`src/rtl/sum_deserializer.sv`:
```
// Packs the 1-bit s1/s2/c result streams LSB-first into W-bit words and queues them in a DEPTH-entry FWFT FIFO.
// Words appear one cycle after the completing edge; a completed word that meets a full FIFO with no pop is dropped and drop_err sticks.
// SUM_DESER_PARITY_EN adds out_par, an odd-ones flag per stream stored alongside each word.
module sum_deserializer #(
    parameter int W     = 8,
    parameter int DEPTH = 2
) (
    input  logic                 clk,
    input  logic                 rstn,
    input  logic                 in_valid,
    input  logic                 s1,
    input  logic                 s2,
    input  logic                 c,
    input  logic                 clr,
    input  logic                 out_ready,
    output logic                 out_valid,
    output logic [W-1:0]         out_s1,
    output logic [W-1:0]         out_s2,
    output logic [W-1:0]         out_c,
    output logic                 drop_err,
`ifdef SUM_DESER_PARITY_EN
    output logic [2:0]           out_par,
`endif
    output logic [$clog2(W)-1:0] bit_cnt
);

    localparam int CW = $clog2(W);
    localparam int AW = $clog2(DEPTH);
    localparam logic [CW-1:0] LAST = CW'(W - 1);
    localparam logic [AW:0]   PONE = 1;

    typedef enum logic {IDLE, COLLECT} state_t;
    state_t state;

    logic [W-1:0] sh_s1, sh_s2, sh_c;
    logic [W-1:0] word_s1, word_s2, word_c;
    logic         push_req, push, pop, empty, full;
    logic [AW:0]  wptr, rptr;
    logic [AW-1:0] widx, ridx;

    // The incoming bit merged into the partial word; a fresh word always starts from zero.
    always_comb begin
        word_s1 = (state == COLLECT) ? sh_s1 : '0;
        word_s2 = (state == COLLECT) ? sh_s2 : '0;
        word_c  = (state == COLLECT) ? sh_c  : '0;
        word_s1[bit_cnt] = s1;
        word_s2[bit_cnt] = s2;
        word_c[bit_cnt]  = c;
    end

    assign push_req = in_valid && !clr && (bit_cnt == LAST);

    always_ff @(posedge clk or negedge rstn) begin
        if (!rstn) begin
            state   <= IDLE;
            bit_cnt <= '0;
            sh_s1   <= '0;
            sh_s2   <= '0;
            sh_c    <= '0;
        end else if (clr) begin
            state   <= IDLE;
            bit_cnt <= '0;
            sh_s1   <= '0;
            sh_s2   <= '0;
            sh_c    <= '0;
        end else if (in_valid) begin
            if (bit_cnt == LAST) begin
                state   <= IDLE;
                bit_cnt <= '0;
                sh_s1   <= '0;
                sh_s2   <= '0;
                sh_c    <= '0;
            end else begin
                state   <= COLLECT;
                bit_cnt <= bit_cnt + CW'(1);
                sh_s1   <= word_s1;
                sh_s2   <= word_s2;
                sh_c    <= word_c;
            end
        end
    end

    assign widx  = wptr[AW-1:0];
    assign ridx  = rptr[AW-1:0];
    assign empty = (wptr == rptr);
    assign full  = (wptr[AW] != rptr[AW]) && (widx == ridx);
    assign pop   = !empty && out_ready;
    // A pop on the same edge frees the slot, so a full FIFO can still accept.
    assign push  = push_req && (!full || pop);

    logic [W-1:0] mem_s1 [DEPTH];
    logic [W-1:0] mem_s2 [DEPTH];
    logic [W-1:0] mem_c  [DEPTH];
    logic [W-1:0] hold_s1, hold_s2, hold_c;
`ifdef SUM_DESER_PARITY_EN
    logic [2:0] mem_par [DEPTH];
    logic [2:0] hold_par;
`endif

    always_ff @(posedge clk) begin
        if (push) begin
            mem_s1[widx] <= word_s1;
            mem_s2[widx] <= word_s2;
            mem_c[widx]  <= word_c;
`ifdef SUM_DESER_PARITY_EN
            mem_par[widx] <= {^word_c, ^word_s2, ^word_s1};
`endif
        end
    end

    always_ff @(posedge clk or negedge rstn) begin
        if (!rstn) begin
            wptr     <= '0;
            rptr     <= '0;
            drop_err <= 1'b0;
            hold_s1  <= '0;
            hold_s2  <= '0;
            hold_c   <= '0;
`ifdef SUM_DESER_PARITY_EN
            hold_par <= '0;
`endif
        end else begin
            if (push)
                wptr <= wptr + PONE;
            if (push_req && !push)
                drop_err <= 1'b1;
            if (pop) begin
                rptr    <= rptr + PONE;
                hold_s1 <= mem_s1[ridx];
                hold_s2 <= mem_s2[ridx];
                hold_c  <= mem_c[ridx];
`ifdef SUM_DESER_PARITY_EN
                hold_par <= mem_par[ridx];
`endif
            end
        end
    end

    // With the FIFO empty the outputs show the last word handed over.
    assign out_valid = !empty;
    assign out_s1    = empty ? hold_s1 : mem_s1[ridx];
    assign out_s2    = empty ? hold_s2 : mem_s2[ridx];
    assign out_c     = empty ? hold_c  : mem_c[ridx];
`ifdef SUM_DESER_PARITY_EN
    assign out_par   = empty ? hold_par : mem_par[ridx];
`endif

endmodule

```
`config.mk`:
```
export PLATFORM = sky130hd
export DESIGN_NAME = sum_deserializer
export DESIGN_NICKNAME = d
export VERILOG_FILES = /design/src/rtl/sum_deserializer.sv
export SDC_FILE = /design/constraint.sdc
export NUM_CORES = 1
export LEC_CHECK = 0
export BUFFER_PORTS_ARGS = -buffer_cell sky130_fd_sc_hd__buf_2
export CAP_MARGIN = 20
export CORE_MARGIN = 2
export CORE_UTILIZATION = 53
export DETAILED_ROUTE_END_ITERATION = 10
export PLACE_DENSITY = 0.74
export SLEW_MARGIN = 20
export SYNTH_ARGS = -nofsm -noshare
export SYNTH_HDL_FRONTEND = slang
export SYNTH_SLANG_ARGS = --single-unit
```
`constraint.sdc`:
```
create_clock -name clk -period 3.1 [get_ports clk]
set_input_delay 0.465 -clock clk [delete_from_list [all_inputs] [get_ports clk]]
set_output_delay 0.465 -clock clk [all_outputs]
set_load 0.01 [all_outputs]
```
* Word-level counts from Yosys, hierarchy flattened
Memories as Yosys holds them, arrays and structs flattened.
Cells that the tools add are included.
** Storage, ports and cells
- Flip-flop bits (word level) :: 57
- Bits in latches :: 0
- RAM bits :: 48
- ROM bits :: 0
- Input port bits :: 8
- Output and inout port bits :: 29
- Word-level logic and storage cells :: 64
- Memories kept :: 3
** Cells by class
- Add/subtract/negate cells :: 3
- $mul :: 0
- Div/mod/pow operators :: 0
- $lt $le $gt $ge :: 2
- Equal/unequal tests :: 4
- Shift-type cells :: 0
- Multiplexer cells :: 28
- Bitwise gates (word level) :: 0
- Reductions and logical operators :: 13
** Memories
- mem_c :: words 2, bits a word 8, rd ports 1, clocked after Yosys merged registers in 0, write ports 1, RTL line 93 : logic [W-1:0] mem_c [DEPTH];
- mem_s1 :: words 2, bits a word 8, rd ports 1, clocked after Yosys merged registers in 0, write ports 1, RTL line 91 : logic [W-1:0] mem_s1 [DEPTH];
- mem_s2 :: words 2, bits a word 8, rd ports 1, clocked after Yosys merged registers in 0, write ports 1, RTL line 92 : logic [W-1:0] mem_s2 [DEPTH];
** Operators with widths (count)
- $mux W8 :: 15
- $bwmux W8 :: 3
- $mux W3 :: 3
- $logic_and A1 B1 Y1 :: 7
- $mux W1 :: 6
- $add A2 B1 Y2 const B :: 2
- $logic_not A1 Y1 :: 4
- $lt A3 B4 Y1 const B :: 1
- $add A3 B1 Y3 const B :: 1
- $demux W1 S3 :: 1
- $eq A3 B3 Y1 const B :: 1
- $ge A3 B1 Y1 const B :: 1
- $eq A2 B2 Y1 :: 1
- $reduce_bool A2 Y1 :: 1
- $eq A1 B1 Y1 :: 1
- $logic_or A1 B1 Y1 :: 1
- $ne A1 B1 Y1 :: 1

* Longest topological paths before layout
Gate-level depths: netlist of the first run.
- Word-level depth :: 8
- Depth in mapped cells :: 6

* Least setup slack after synthesis of the first run
Ideal clock, no wire load.
- Path kind :: register to register
- Start :: reg bit_cnt[1]
- End :: mem mem_c[0][0] (enable)
- Data arrival time :: 2186 ps
- Path slack :: 509 ps
- Cell stages (with the launch flop) :: 6
- Path buffers :: 0
- Period minus slack after synthesis :: 2591 ps
- Cell sequence :: dfrtp_1 > ha_1 > ha_1 > and3b_1 > o31ai_1 > nor2_1
** On the way
- Longest elaborated chain between the ends :: 5
** RTL lines
- from (decl) :: RTL line 24 : output logic [$clog2(W)-1:0] bit_cnt
- from (signal assigned) :: RTL line 75 : bit_cnt <= bit_cnt + CW'(1);
- $eq A3 B3 Y1 :: RTL line 51 : assign push_req = in_valid && !clr && (bit_cnt == LAST);
- $logic_and A1 B1 Y1 :: RTL line 51
- $logic_and A1 B1 Y1 :: RTL line 89 : assign push = push_req && (!full || pop);
- $mux W1 :: RTL line 101 : if (push) begin
- $mux W1 (not written as such) :: RTL line 104 : mem_c[widx] <= word_c;
- to (decl) :: RTL line 93
Every way passes these cells.

* Final worst setup path of the first run
- Start :: reg wptr[0]
- End :: out out_s1[3]
** On the way
- Longest elaborated chain between the ends :: 2
** RTL lines
- from (decl) :: RTL line 38 : logic [AW:0] wptr, rptr;
- from (signal assigned) :: RTL line 124 : wptr <= wptr + PONE;
- $eq A2 B2 Y1 :: RTL line 85 : assign empty = (wptr == rptr);
- $mux W8 :: RTL line 141 : assign out_s1 = empty ? hold_s1 : mem_s1[ridx];
- to (decl) :: RTL line 17 : output logic [W-1:0] out_s1,
Every way passes these cells.

==> impl.org, run 1 <==
** Run status
- The flow ran to the end, and the final reports show no timing, DRC or antenna violations.

** CTS
- Clock edge transition at the registers on the reported setup and hold paths :: 0.10 ns
- Counting the buffers created by CTS gives 9.
- In this run the post-CTS setup repair buffer count came out at 0.
- Post-CTS repair changed the size of 0 cells.
- Hold buffer count at cts :: 0
- Maximum clock insertion buffer count :: 2
- The tree is rooted in a sky130_fd_sc_hd__clkbuf_8.
- Clock latency on the worst-skew pair, taken at its later pin, is 0.37 ns.
- Clock sink count :: around 110
- CTS tree :: yes
- The clock tree synthesis step divided the H-tree into 3 levels.

** STA
- Adding up every negative setup slack in the final design gives 0 ns.
- For the pin with the worst max-slew slack, the measured transition is 0.922 ns.
- Counting I/O delays and the setup requirement, the final critical path takes roughly 2.7 ns.
- Setup violations remaining at the end of the flow were counted as 0.
- Clock skew on the completed layout was measured at between 0.01 and 0.015 ns.
- Headroom to the max-slew limit :: between 30% and 40%
- FMAX :: ~370 MHz
- The number of max-slew violations in the final report came to 0.
- Of the available clock period, the critical path in the final layout requires 86.2%.
- The number of hold violations in the final report came to 0.
- Hold timing on the final database bottoms out at a slack of around 0.23 ns.
- Unrepaired setup endpoints after global routing :: no

** Final layout
- Layout overhead on the synthesized area :: 10.1%
- Cells with a size suffix above 1 make up a little under two fifths of the layout.
- Count of nets after finishing :: 400
- Finished Layout Cells :: ~500
- Diodes inserted :: 0

** Pwr
- Cell-internal power :: approximately 2.8 mW
- Part of the total power dissipated in the clock network :: around 25%
- VDD sags by at most ~0.33 mV.
- Of the total power, the share spent switching nets is between 20% and 30%.
- Power spent charging and discharging nets :: 1.17 mW
- Sequential fraction of design power :: between 40 and 50%
- Power spread over the standard cell area amounts to roughly 760 mW/mm2.
- In this run the static leakage power is roughly 2.2 nW.
- Logic pwr share :: about a third

** Die
- Die X-Extent :: 99.3 um
- Row cnt :: 34
- The die covers just under 0.01 mm2.
- The core region is slightly below 0.009 mm2.
- For this design the top-level I/O count stands at 37.
- Vertical die dimension :: 99.3 um
- Initial core utilization :: 55.0%

** Flow run
- Number of max-capacitance violations reported :: 0

** Drt
- DRC :: 0
- Total routed wirelength :: roughly 9000 um
- Count of routing violations after the opening detailed-route iteration :: around 140
- The routed layout has roughly 2.9k vias.
- After detailed routing, the number of vias per cell comes to 5.81.
- Pre-Repair DR Iteration Count :: 4
- Dividing the detail-routed wire length by the instance count gives roughly 18 um.
- Post-DRT Antenna Nets :: 0

** Global routing
- Global-route wire length before repair :: between 15,000 and 20,000 um
- The number of global-route vias before repair came to about 3.0k.
- Antenna violations before repair :: 0
- Global-route congestion overflow total :: 0
- GRT Util Overall :: approximately a fifth
- Pin count of the biggest net entering global routing :: 40

** Yosys
- Synthesis produced a netlist whose cell count is between 300 and 400.
- Synthesized cell area :: around 0.0048 mm2
- For this run, the register share of the synthesized area comes to about three fifths.
- Counting flops and latches in the post-synthesis netlist gives between 100 and 150.
- Summed over its instances, the top area cell type makes up between 20 and 30% of the synthesized netlist area.
- Area leader, netlist :: sky130_fd_sc_hd__edfxtp_1
- Post-synthesis average cell area :: about 13 um2
- Ranked by total cell area, the synthesized netlist is headed by sky130_fd_sc_hd__edfxtp_1 (30%), sky130_fd_sc_hd__dfrtp_1 (30%), sky130_fd_sc_hd__mux2_2 (17%).
- Synth unique cells :: 37
- YS warnings :: 0
- The number of nets handed over by synthesis was 370.

** Setup path
- STA classifies the critical path startpoint as a register.
- Nature of the critical path endpoint :: primary output
- The slowest stage of the critical path belongs to the cell sky130_fd_sc_hd__dfrtp_1.
- The critical path in this run is classified as reg -> out.
- CP arrival :: ~2.2 ns
- On the worst path, the slowest cell contributes a delay of between 0.4 and 0.5 ns.
- Worst path cell trace :: xnor2_1 > nand2_2 > mux2_2 > buf_2
- CP required :: approximately 2.6 ns
- Along the worst path, the maximum fanout reaches 25.

** Place
- Summed over all nets, the half-perimeter wirelength after detailed placement is 5790 um.
- Final weighted congestion of routability-driven global placement :: ~0.84
- Once placement completed, the tool counted placed cells totaling between 400 and 500.
- Port buffering added 36 buffers.

** Hold path
- The path class of the tightest hold or removal check is in -> async.
## power groups by stage
stage / combinational [mW] / sequential, mW / clock (mW)
4_1_cts: 1.33 / 1.71 / 1.02
3_5_place_dp: 1.32 / 1.74 / 0
6_report: 1.30 / 1.70 / 1.00
2_1_floorplan: 0.995 / 1.71 / 0
5_1_grt: 1.43 / 1.73 / 1.07
3_3_place_gp: 1.29 / 1.72 / 0
## metal layers
metal	global-route usage, %	part of all wire [%]
met4	7.80	1.6
met5	0	0
met3	2.88	3.2
met1	25.8	45
met2	33.1	50
## cells by family (layout without fill, tap and decap cells)
kind of cell / Yosys count / after routing / synth area share [%]
AOI/OAI and AO/OA: 56 / 56 / 8.00
xor gates and xnor gates: 7 / 7 / 1.43
adders and majority gates: 2 / 2 / 0.519
buffers and inverters: 29 / 64 / 3.17
DFF: 105 / 105 / 59.5
muxes: 74 / 74 / 17.2
and+or+nand+nor: 87 / 87 / 10.1
## path summary, 6_finish.rpt
path | end | slack [ns] | from | depth (start not counted)
worst max-delay path | out_s1[3] | 0.43 | wptr[0] | 4
worst min-delay path | hold_s2[4] | 0.23 | rstn | 1
worst max register to register | mem_s2[1][5] | 1.03 | rptr[0] | 5
worst min register to register | drop_err | 0.46 | drop_err | 1
max in group asynchronous | hold_c[2] | 2.05 | rstn | 2
min in group clk | bit_cnt[2] | 0.33 | clr | 2
## cell usage after synthesis (all sizes together)
cell and count:
and3 1, mux2 72, nor3b 3, xor2 2, mux2i 2, or2 1
nor2 7, o21ai 27, a211oi 1, ha 2, nor4b 3, inv 3
a22o 24, buf 17, xnor2 5, nand3b 2, edfxtp 48, a21oi 1
dfrtp 57, a21o 1, o31ai 1, nand3 7, nor4 1, nand4bb 1
nand2 53, o311ai 1, clkbuf 9, or3b 1, and3b 4, nor3 3
## through the flow
step / util [%] / setup WS (ns) / area [um2] / power [mW]
2_1_floorplan: - / 0.509 / 4820 / 2.70
3_3_place_gp: 57.8 / 0.928 / 5060 / 3.01
3_5_place_dp: 57.8 / 0.781 / 5060 / 3.06
4_1_cts: 60.5 / 0.375 / 5300 / 4.06
5_1_grt: 60.5 / 0.278 / 5300 / 4.23
6_report: 60.5 / 0.428 / 5300 / 4.01
## state kept, by name, indices dropped and copies added (netlist names)
register  cells
state         1
sh_s2         8
bit_cnt       3
drop_err      1
rptr          2
mem_s2       16
hold_s1       8
hold_c        8
hold_s2       8
mem_s1       16
sh_s1         8
mem_c        16
sh_c          8
wptr          2
## layout by cell type, fill, tap and decap left out, types with 2 or more instances in the layout
master and instances:
sky130_fd_sc_hd__nand3b_1 2, sky130_fd_sc_hd__o21ai_1 3, sky130_fd_sc_hd__edfxtp_1 48, sky130_fd_sc_hd__nor2_1 6, sky130_fd_sc_hd__a22o_1 24, sky130_fd_sc_hd__nor3b_2 3, sky130_fd_sc_hd__bufinv_16 3, sky130_fd_sc_hd__and3b_1 4
sky130_fd_sc_hd__buf_2 36, sky130_fd_sc_hd__o21ai_0 24, sky130_fd_sc_hd__inv_1 3, sky130_fd_sc_hd__clkinv_2 2, sky130_fd_sc_hd__nor3_1 2, sky130_fd_sc_hd__nand2_1 52, sky130_fd_sc_hd__xor2_1 2, sky130_fd_sc_hd__xnor2_1 4
sky130_fd_sc_hd__mux2i_1 2, sky130_fd_sc_hd__mux2_2 72, sky130_fd_sc_hd__nor4b_4 3, sky130_fd_sc_hd__dfrtp_1 57, sky130_fd_sc_hd__nand3_1 7, sky130_fd_sc_hd__buf_4 9, sky130_fd_sc_hd__clkbuf_8 9, sky130_fd_sc_hd__ha_1 2
## worst max-delay path, delay by kind of cell (launching register included)
kind,cells,cell delay (ns)
muxes,1,0.43
DFF,1,0.48
xor gates and xnor gates,1,0.32
and+or+nand+nor,1,0.45
buffers and inverters,1,0.14
## final cells by class
cell class / count / area (um2)
sequential: 105 / 2870
tap: 108 / 135
inverter: 3 / 11.3
clock inverter: 7 / 118
timing repair buffer: 45 / 248
fill: 676 / 3460
multi-input combinational: 226 / 1800
clock buffer: 9 / 124
Note: power is estimated with default switching activity, not from simulation.
==> run 2: changes to the inputs <==
--- a/config.mk
+++ b/config.mk
@@ -7,6 +7,7 @@
 export LEC_CHECK = 0
 export BUFFER_PORTS_ARGS = -buffer_cell sky130_fd_sc_hd__buf_2
 export CAP_MARGIN = 20
+export CORE_ASPECT_RATIO = 0.6
 export CORE_MARGIN = 2
 export CORE_UTILIZATION = 53
 export DETAILED_ROUTE_END_ITERATION = 10
==> run 2 against run 1 <==
Against the previous run: setup slack got worse by 0.0012 ns; routed wire length increased by 2.9%; combinational power about the same; power rose by 3.3%; sequential power is essentially flat; flip-flop and latch count did not move; clock-buffer cell count unchanged; maximum frequency about the same; core utilization is 1.5 points higher; design area increased by 1.2%; register-to-register slack lost 0.06 ns; non-clock buffer count increased by 1.
==> impl.org, run 2 (synthesis results as in run 1) <==
** CTS
- CTS resizes :: 0
- In this run, CTS created clock tree buffers numbering 9.
- Clock sink count :: 105
- The later pin in the worst-skew pair is clocked with a latency of roughly 0.35 ns.
- Clock edge transition at the registers on the reported setup and hold paths :: approximately 0.07 ns
- No sink is reached through more buffers than the 2 on the longest clock path.
- Hold buffer count at cts :: 0
- The tree is rooted in a sky130_fd_sc_hd__clkbuf_16.
- CTS tree :: yes
- Setup repair bufs after CTS :: 0
- CTS built an H-tree with a depth of 3.

** Setup path
- Nature of the critical path endpoint :: primary output
- Reg2reg start :: bit_cnt[0]
- Worst reg-to-reg setup slack :: 0.97 ns
- Critical Path Slowest Stage Cell :: sky130_fd_sc_hd__dfrtp_1
- Critical Path Source Type :: register
- The critical path is of the reg -> out type.
- STA puts the critical path data arrival time at 2.21 ns.
- Top fanout value on the critical path :: 25
- For the worst setup path, the data required time is approximately 2.6 ns.
- The number of cells on the worst reg-to-reg path is 5.
- Endpoint of the most critical register-to-register path :: sh_s1[2]
- Worst path max stage delay :: approximately 0.47 ns
- Worst path cell trace :: xnor2_1 > nand2_2 > mux2_2 > buf_2

** Drt
- DRC :: 0
- The routed design has 9240 um of wire.
- Count of vias placed by the detailed router :: between 2k and 3k
- Pre-Repair DR Iteration Count :: 4
- WL/cell :: between 15 and 20 um
- Count of routing violations after the opening detailed-route iteration :: around 180
- Post-DRT Antenna Nets :: 0
- After detailed routing, the number of vias per cell comes to 5.84.

** Global routing
- The first global-routing pass estimated approximately 15,000 um of wire.
- Global routing consumed, over all layers together, between 20% and 30% of the routing resources.
- Pin count of the biggest net entering global routing :: 27
- The number of antenna violations at the first check in global routing came to 0.
- Vias in the first global route :: around 2.8k
- Global-route congestion overflow total :: 0

** Die
- The die is between 70 and 80 um tall.
- The floorplan has 26 rows.
- The die covers slightly below 0.01 mm2.
- The core region is 0.00865 mm2.
- From left edge to right edge, the die measures approximately 130 um.
- Initial core utilization :: 55.7%
- During I/O placement, the number of pins put on the boundary was 37.

** Pwr
- In this run the power density over the cells is 771 mW/mm2.
- Maximum ir drop on the vdd rail :: ~0.5 mV
- The completed layout was analyzed and its total power is a little over 4 mW.
- Summed over all cells, the static leakage comes to ~2.2 nW.

** STA
- Count of final setup violators :: 0
- Clock Skews :: 0.00518 ns
- Timing would allow up to approximately 370 MHz.
- Final hold violation count :: 0
- Accumulated negative setup slack :: 0 ns
- Subtracting the final worst setup slack from the clock period gives 2.67 ns.
- Final Worst Setup Slack :: ~0.43 ns
- In this run the tightest slew margin relative to its limit is 53.8%.
- For the pin with the worst max-slew slack, the measured transition is between 0.6 and 0.7 ns.
- Fraction of the cycle the final worst path needs :: 86.2%
- Max Slew Vio Count :: 0
- Setup repair after global routing left no endpoint under its margin.

** Final layout
- Diodes inserted :: 0
- Most common cell after layout, fill and taps aside :: sky130_fd_sc_hd__mux2_2
- The library cells used most frequently in the layout, excluding fill and tap cells, are sky130_fd_sc_hd__mux2_2 (72), sky130_fd_sc_hd__dfrtp_1 (57), sky130_fd_sc_hd__nand2_1 (52).
- The post-route netlist has 36.6% of its cells at a drive strength greater than 1.
- In the final layout, the registers with the most flip-flops are mem_c x16, mem_s1 x16, mem_s2 x16.
- Count of nets after finishing :: approximately 400
- Final core utilization :: slightly above 60%
- From synthesis to final layout, the design area changed by 11.4%.

** Place
- Summed over all nets, the half-perimeter wirelength after detailed placement is a little under 6000 um.
- Worst setup slack before clock tree synthesis :: between 0.7 and 0.8 ns
- Port Buffer Count :: 36
- At the end of routability-driven placement, the weighted congestion stood at roughly 0.83.

** Hold path
- HP Class :: in -> async

** Flow run
- Number of max-capacitance violations reported :: 0

** Run status
- Run status :: complete, no violations
-- run 2: power by group --
group | total (mW) | leakage, nW | switching [mW] | internal [mW]
combinational | 1.32 | 0.887 | 0.631 | 0.688
sequential | 1.70 | 1.19 | 0.0817 | 1.62
clock | 1.12 | 0.133 | 0.498 | 0.623
-- run 2: final cells by class --
cell class,instances,area [um2]
multi-input cells,226,1800
clock inverters,7,68.8
inverters,3,11.3
well taps,112,140
repair buffers,46,255
flip-flops and latches,105,2870
fillers,680,3290
clock buffers,9,225
-- run 2: per-layer routing --
| layer | vias to the layer above | wire length, um | track usage [%] |
|---|---|---|---|
| li1 | 1377 | - | - |
| met1 | 1480 | 4610 | 29.9 |
| met2 | 96 | 3930 | 27.6 |
| met3 | 12 | 540 | 5.17 |
| met4 | 0 | 155 | 8.46 |
| met5 | - | 0 | 0 |
-- run 2: through the flow --
stage               hold WS [ns]  instances  cell area (um2)
floorplan                  0.169        360             4820
global placement           0.422        492             5070
detailed placement         0.427        492             5070
CTS                       0.0530        508             5370
global route              0.0664        508             5370
finish                    0.0470        508             5370
-- run 2: worst max-delay path, delay by kind of cell (launching register included) --
kind                      cells  cell delay (ns)
and+or+nand+nor               1             0.47
DFF                           1             0.47
buffers and inverters         1             0.14
muxes                         1             0.45
xor gates and xnor gates      1             0.32
-- run 2: how the worst max path moves through the flow --
stage               slack [ns]           to        from
finish                    0.43    out_s2[5]     wptr[0]
global route              0.29     out_c[7]     wptr[0]
CTS                       0.39    out_s1[5]     wptr[0]
detailed placement        0.76    out_s1[5]     wptr[0]
global placement          0.89     out_c[1]     wptr[0]
floorplan                 0.51  mem_c[0][0]  bit_cnt[1]
